### src/rtl/serv_ifetch_pkg.sv
// Shared definitions for the instruction fetch unit: FSM state encodings,
// the default boot address and the width of the ack timeout counter.
package serv_ifetch_pkg;

  typedef enum logic [1:0] {
    BOOT = 2'b00,
    IDLE = 2'b01,
    WAIT = 2'b10
  } fetch_state_e;

  localparam logic [31:0] DEFAULT_RESET_PC = 32'h0000_0000;

  // Large enough for the full legal ACK_TIMEOUT range of 0..255.
  localparam int TMO_CNT_W = 8;

endpackage

### src/rtl/serv_pc_deser.sv
// Serial-to-parallel PC assembler. The control path streams the next PC
// LSB first. After 32 bits have arrived, the word is flagged ready.
// A capture by the fetch FSM restarts the bit count.
module serv_pc_deser
  import serv_ifetch_pkg::*;
#(
  parameter logic [31:0] RESET_PC = DEFAULT_RESET_PC
) (
  input  logic        clk,
  input  logic        i_rst_n,
  input  logic        i_pc_en,
  input  logic        i_pc_bit,
  input  logic        i_capture,
  output logic [31:0] o_pc,
  output logic        o_pc_ready
);

  logic [31:0] pc_sr;
  logic [4:0]  bitcnt;
  logic        pc_ready;

  // Shift the incoming bit in from the top and track how many bits form the next PC.
  always_ff @(posedge clk or negedge i_rst_n) begin
    if (!i_rst_n) begin
      pc_sr    <= RESET_PC;
      bitcnt   <= 5'd0;
      pc_ready <= 1'b1;
    end else begin
      if (i_pc_en) begin
        pc_sr <= {i_pc_bit, pc_sr[31:1]};
      end
      if (i_capture) begin
        bitcnt   <= i_pc_en ? 5'd1 : 5'd0;
        pc_ready <= 1'b0;
      end else if (i_pc_en) begin
        bitcnt <= bitcnt + 5'd1;
        if (bitcnt == 5'd31) begin
          pc_ready <= 1'b1;
        end
      end
    end
  end

  assign o_pc       = pc_sr;
  assign o_pc_ready = pc_ready;

endmodule

### src/rtl/serv_ifetch.sv
// Wishbone instruction-bus initiator. Boots from RESET_PC, then fetches
// whatever PC the serial stream has assembled each time i_fetch is pulsed.
// Each fetched word is handed to decode as a one-cycle strobe. An optional
// ack timeout aborts a stuck read and reports it on o_bus_err.
module serv_ifetch
  import serv_ifetch_pkg::*;
#(
  parameter logic [31:0] RESET_PC    = DEFAULT_RESET_PC,
  parameter int unsigned ACK_TIMEOUT = 0
) (
  input  logic        clk,
  input  logic        i_rst_n,
  input  logic        i_pc_en,
  input  logic        i_pc_bit,
  input  logic        i_fetch,
  output logic        o_pc_ready,
  output logic        o_busy,
  output logic [31:0] o_ibus_adr,
  output logic        o_ibus_cyc,
  input  logic [31:0] i_ibus_rdt,
  input  logic        i_ibus_ack,
  output logic        o_wb_en,
  output logic [31:0] o_wb_rdt,
  output logic        o_bus_err
);

  localparam bit TMO_EN = (ACK_TIMEOUT != 0);
  localparam logic [TMO_CNT_W-1:0] TMO_LAST =
    TMO_EN ? TMO_CNT_W'(ACK_TIMEOUT - 1) : '0;

  fetch_state_e         state_q, state_d;
  logic [31:2]          adr_q, adr_d;
  logic                 cyc_q, cyc_d;
  logic                 wb_en_q, wb_en_d;
  logic [31:0]          rdt_q, rdt_d;
  logic                 err_q, err_d;
  logic [TMO_CNT_W-1:0] tmo_q, tmo_d;
  logic                 capture;
  logic [31:0]          pc_word;

  serv_pc_deser #(
    .RESET_PC (RESET_PC)
  ) u_pc_deser (
    .clk        (clk),
    .i_rst_n    (i_rst_n),
    .i_pc_en    (i_pc_en),
    .i_pc_bit   (i_pc_bit),
    .i_capture  (capture),
    .o_pc       (pc_word),
    .o_pc_ready (o_pc_ready)
  );

  // The bus address is word aligned, so the two low PC bits are dropped here.
  logic unused_pc_lsbs;
  assign unused_pc_lsbs = ^pc_word[1:0];

  // Register the FSM state and all bus/decode-facing outputs; reset drops cyc at once.
  always_ff @(posedge clk or negedge i_rst_n) begin
    if (!i_rst_n) begin
      state_q <= BOOT;
      adr_q   <= RESET_PC[31:2];
      cyc_q   <= 1'b0;
      wb_en_q <= 1'b0;
      rdt_q   <= 32'h0000_0000;
      err_q   <= 1'b0;
      tmo_q   <= '0;
    end else begin
      state_q <= state_d;
      adr_q   <= adr_d;
      cyc_q   <= cyc_d;
      wb_en_q <= wb_en_d;
      rdt_q   <= rdt_d;
      err_q   <= err_d;
      tmo_q   <= tmo_d;
    end
  end

  // Next-state logic: launch boot/requested reads, then finish each one on ack or timeout.
  always_comb begin
    state_d = state_q;
    adr_d   = adr_q;
    cyc_d   = cyc_q;
    wb_en_d = 1'b0;
    rdt_d   = rdt_q;
    err_d   = 1'b0;
    tmo_d   = tmo_q;
    capture = 1'b0;
    case (state_q)
      BOOT: begin
        cyc_d   = 1'b1;
        tmo_d   = '0;
        state_d = WAIT;
      end
      IDLE: begin
        if (i_fetch) begin
          adr_d   = pc_word[31:2];
          capture = 1'b1;
          cyc_d   = 1'b1;
          tmo_d   = '0;
          state_d = WAIT;
        end
      end
      WAIT: begin
        if (i_ibus_ack) begin
          rdt_d   = i_ibus_rdt;
          wb_en_d = 1'b1;
          cyc_d   = 1'b0;
          state_d = IDLE;
        end else if (TMO_EN && (tmo_q == TMO_LAST)) begin
          cyc_d   = 1'b0;
          err_d   = 1'b1;
          state_d = IDLE;
        end else begin
          tmo_d = tmo_q + TMO_CNT_W'(1);
        end
      end
      default: begin
        cyc_d   = 1'b0;
        state_d = IDLE;
      end
    endcase
  end

  assign o_busy     = (state_q != IDLE);
  assign o_ibus_adr = {adr_q, 2'b00};
  assign o_ibus_cyc = cyc_q;
  assign o_wb_en    = wb_en_q;
  assign o_wb_rdt   = rdt_q;
  assign o_bus_err  = err_q;

endmodule

### config.mk
export PLATFORM = sky130hd
export DESIGN_NAME = serv_ifetch
export DESIGN_NICKNAME = d
export VERILOG_FILES = /design/src/rtl/serv_ifetch_pkg.sv /design/src/rtl/serv_pc_deser.sv /design/src/rtl/serv_ifetch.sv
export SDC_FILE = /design/constraint.sdc
export NUM_CORES = 1
export LEC_CHECK = 0
export BUFFER_PORTS_ARGS = -buffer_cell sky130_fd_sc_hd__buf_4
export CORE_ASPECT_RATIO = 1.5
export CORE_MARGIN = 2
export CORE_UTILIZATION = 50
export CTS_BUF_LIST = sky130_fd_sc_hd__clkbuf_4
export CTS_CLUSTER_DIAMETER = 150
export DETAILED_ROUTE_END_ITERATION = 8
export PLACE_DENSITY = 0.86
export SLEW_MARGIN = 20
export SYNTH_ARGS = -nofsm -noshare
export SYNTH_HDL_FRONTEND = slang
export SYNTH_SLANG_ARGS = --single-unit
### constraint.sdc
create_clock -name clk -period 2.1 [get_ports clk]
set_input_delay 0.42 -clock clk [delete_from_list [all_inputs] [get_ports clk]]
set_output_delay 0.42 -clock clk [all_outputs]
set_load 0.05 [all_outputs]
==> results.cfg <==
[synth]
yosysTopAreaCellShare = 0.613
synth_edf_count = 0
ys_types = 23
async_flop_share = 1.00
synth_common_cells = dfrtp_1 (100), mux2_4 (58), mux2_2 (34)
ys_seq_area_frac = 0.619
yosys_warnings = 0
avgSynthCellArea_um2 = 17.5
ys_ff_latch = 101
synth_cells = 233
syn_area_um2 = 4090
ys.flop_type = dfrtp_1
ys_top_cells_by_area = dfrtp_1 (61%), mux2_4 (21%), mux2_2 (9.4%)
post-synth-top-count-cell = dfrtp_1
synth_area_leader_cell = dfrtp_1

[global_routing]
grt_max_degree = 37
overflow = 0
groute.usage.overall = 0.162
grt_pass1_vias = 2333
grt_pass1_wl_mm = 11.2
antenna_found_initial = 0

[clock_tree]
clk_latency_ns = 0.43
cts_setup_buffers = 0
clockBufferDepth = 2
numCtsBuffers = 9
clock-sinks = 101
cts_tree = built
clockRootBuffer = clkbuf_4
cts.clk_slew.worst_paths_ns = 0.14
htreeDepth = 3
ctsResizeCount = 0
ctsHoldBuffers = 1

[cells_and_area]
ff_latch_area_um2 = 2530
syn2layout_area_growth_pct = 25.2
finalNonFillerCells = 450
multi_input_area_um2 = 1440
drive_gt1_frac = 0.629
diodes = 0
layout.nets = 380
n_fill_cell = 602

[timing]
slew_headroom = 0.580
clock.fmax_mhz = 590
tns_ns = 0
finalCritPeriodShare = 0.807
min_period_ns = 1.70
tightest_slew_ns = 0.630
maxSlewViolCount = 0
rsz0062_at_grt = false
fin_skew_ns = 0.00913
finalSetupViolations = 0
hold_viol_final = 0

[detailed_routing]
ant_nets = 0
drc_errors = 0
vias = 2201
routedWlPerCell_um = 15.0
viasPerCell = 4.89
drt_iter0_markers = 142
routed_wl_mm = 6.75
dr.pass1.iters = 4

[placement]
dp_hpwl_mm = 4.95
io_buffers = 103
gp_congestion = 0.698
dp_cells = 433

[critical_path]
arrival_ns = 1.28
startpoint_type = flop
crit_required_ns = 1.68
end_kind = primary output
path_class = flop to primary output
path_max_fanout = 6

[floorplan]
die_x_um = 77.8
start_util = 0.513
io_pins = 107
die_area_um2 = 8920
core_region_area_um2 = 7960
rows = 40
die_h_um = 115

[worst_hold_path]
holdCritPathClass = input pin to flop

[run]
maxCapViolCount = 0

[outcome]
status = finished clean
registers in the layout, summed over array words and instances, names as in the netlist:
signal and count:
u_pc_deser.o_pc_ready 1, o_wb_en 1, adr_q 30, state_q 1, o_wb_rdt 32, o_ibus_cyc 1, u_pc_deser.o_pc 30, u_pc_deser.bitcnt 5
routing by layer:
| layer | vias up | part of all wire | track usage |
|---|---|---|---|
| met5 | - | 0 | 0 |
| met4 | 0 | 0.021 | 0.0786 |
| met3 | 11 | 0.052 | 0.0418 |
| met2 | 68 | 0.53 | 0.268 |
| met1 | 1110 | 0.40 | 0.199 |
| li1 | 1012 | - | - |
worst max-delay path: stages, from the launching register on:
cell      delay [ns]
dfrtp_1         0.48
nand2b_1        0.18
buf_4           0.19
final cells by class:
cell class              count  share of cell area
inverters                   3             0.00220
repair buffers            107               0.160
clock buffers              11              0.0161
well taps                 105              0.0257
flip-flops and latches    101               0.494
multi-input cells         118               0.282
clock inverters             5              0.0193
path summary, 6_finish.rpt:
kind,cells past startpoint,slack (ns),end,startpoint
min in group asynchronous,2,0.45,adr_q[4],i_rst_n
setup / recovery,2,0.40,o_busy,o_ibus_cyc
hold reg to reg,1,0.51,adr_q[2],u_pc_deser.o_pc[2]
max in group asynchronous,3,1.05,o_wb_rdt[5],i_rst_n
hold / removal,2,0.21,o_wb_rdt[27],i_ibus_rdt[27]
setup reg to reg,2,0.43,adr_q[12],o_ibus_cyc
metrics by stage:
| stage | area [µm²] | setup slack, ns | utilization | hold WS (ns) |
|---|---|---|---|---|
| 5_1_grt | 5110 | 0.336 | 0.643 | 0.171 |
| 4_1_cts | 5110 | 0.365 | 0.643 | 0.174 |
| 2_1_floorplan | 4090 | 0.487 | - | 0.124 |
| 3_5_place_dp | 4920 | 0.428 | 0.619 | 0.394 |
| 3_3_place_gp | 4920 | 0.503 | 0.619 | 0.385 |
| 6_report | 5110 | 0.404 | 0.643 | 0.211 |
placed cells by master (no fill, tap or decap), types with 3 or more instances in the layout:
master / count
clkbuf_4: 11
mux2_2: 34
conb_1: 3
nor2_1: 6
mux2_4: 58
buf_4: 105
bufinv_16: 3
dfrtp_1: 100
kinds of logic (layout without fill, tap and decap cells):
group,Yosys count,in the layout,synth area share
other cells,1,3,0.000918
flops,101,101,0.619
buf+inv,16,126,0.0297
mux,94,94,0.312
fa+ha+maj,2,2,0.00612
simple gates,14,14,0.0227
compound gates,2,2,0.00337
xor+xnor,3,3,0.00643
Power is left out: the tool's default activity adds up to more than one toggle a clock period on the data nets, which glitch-free logic cannot reach.
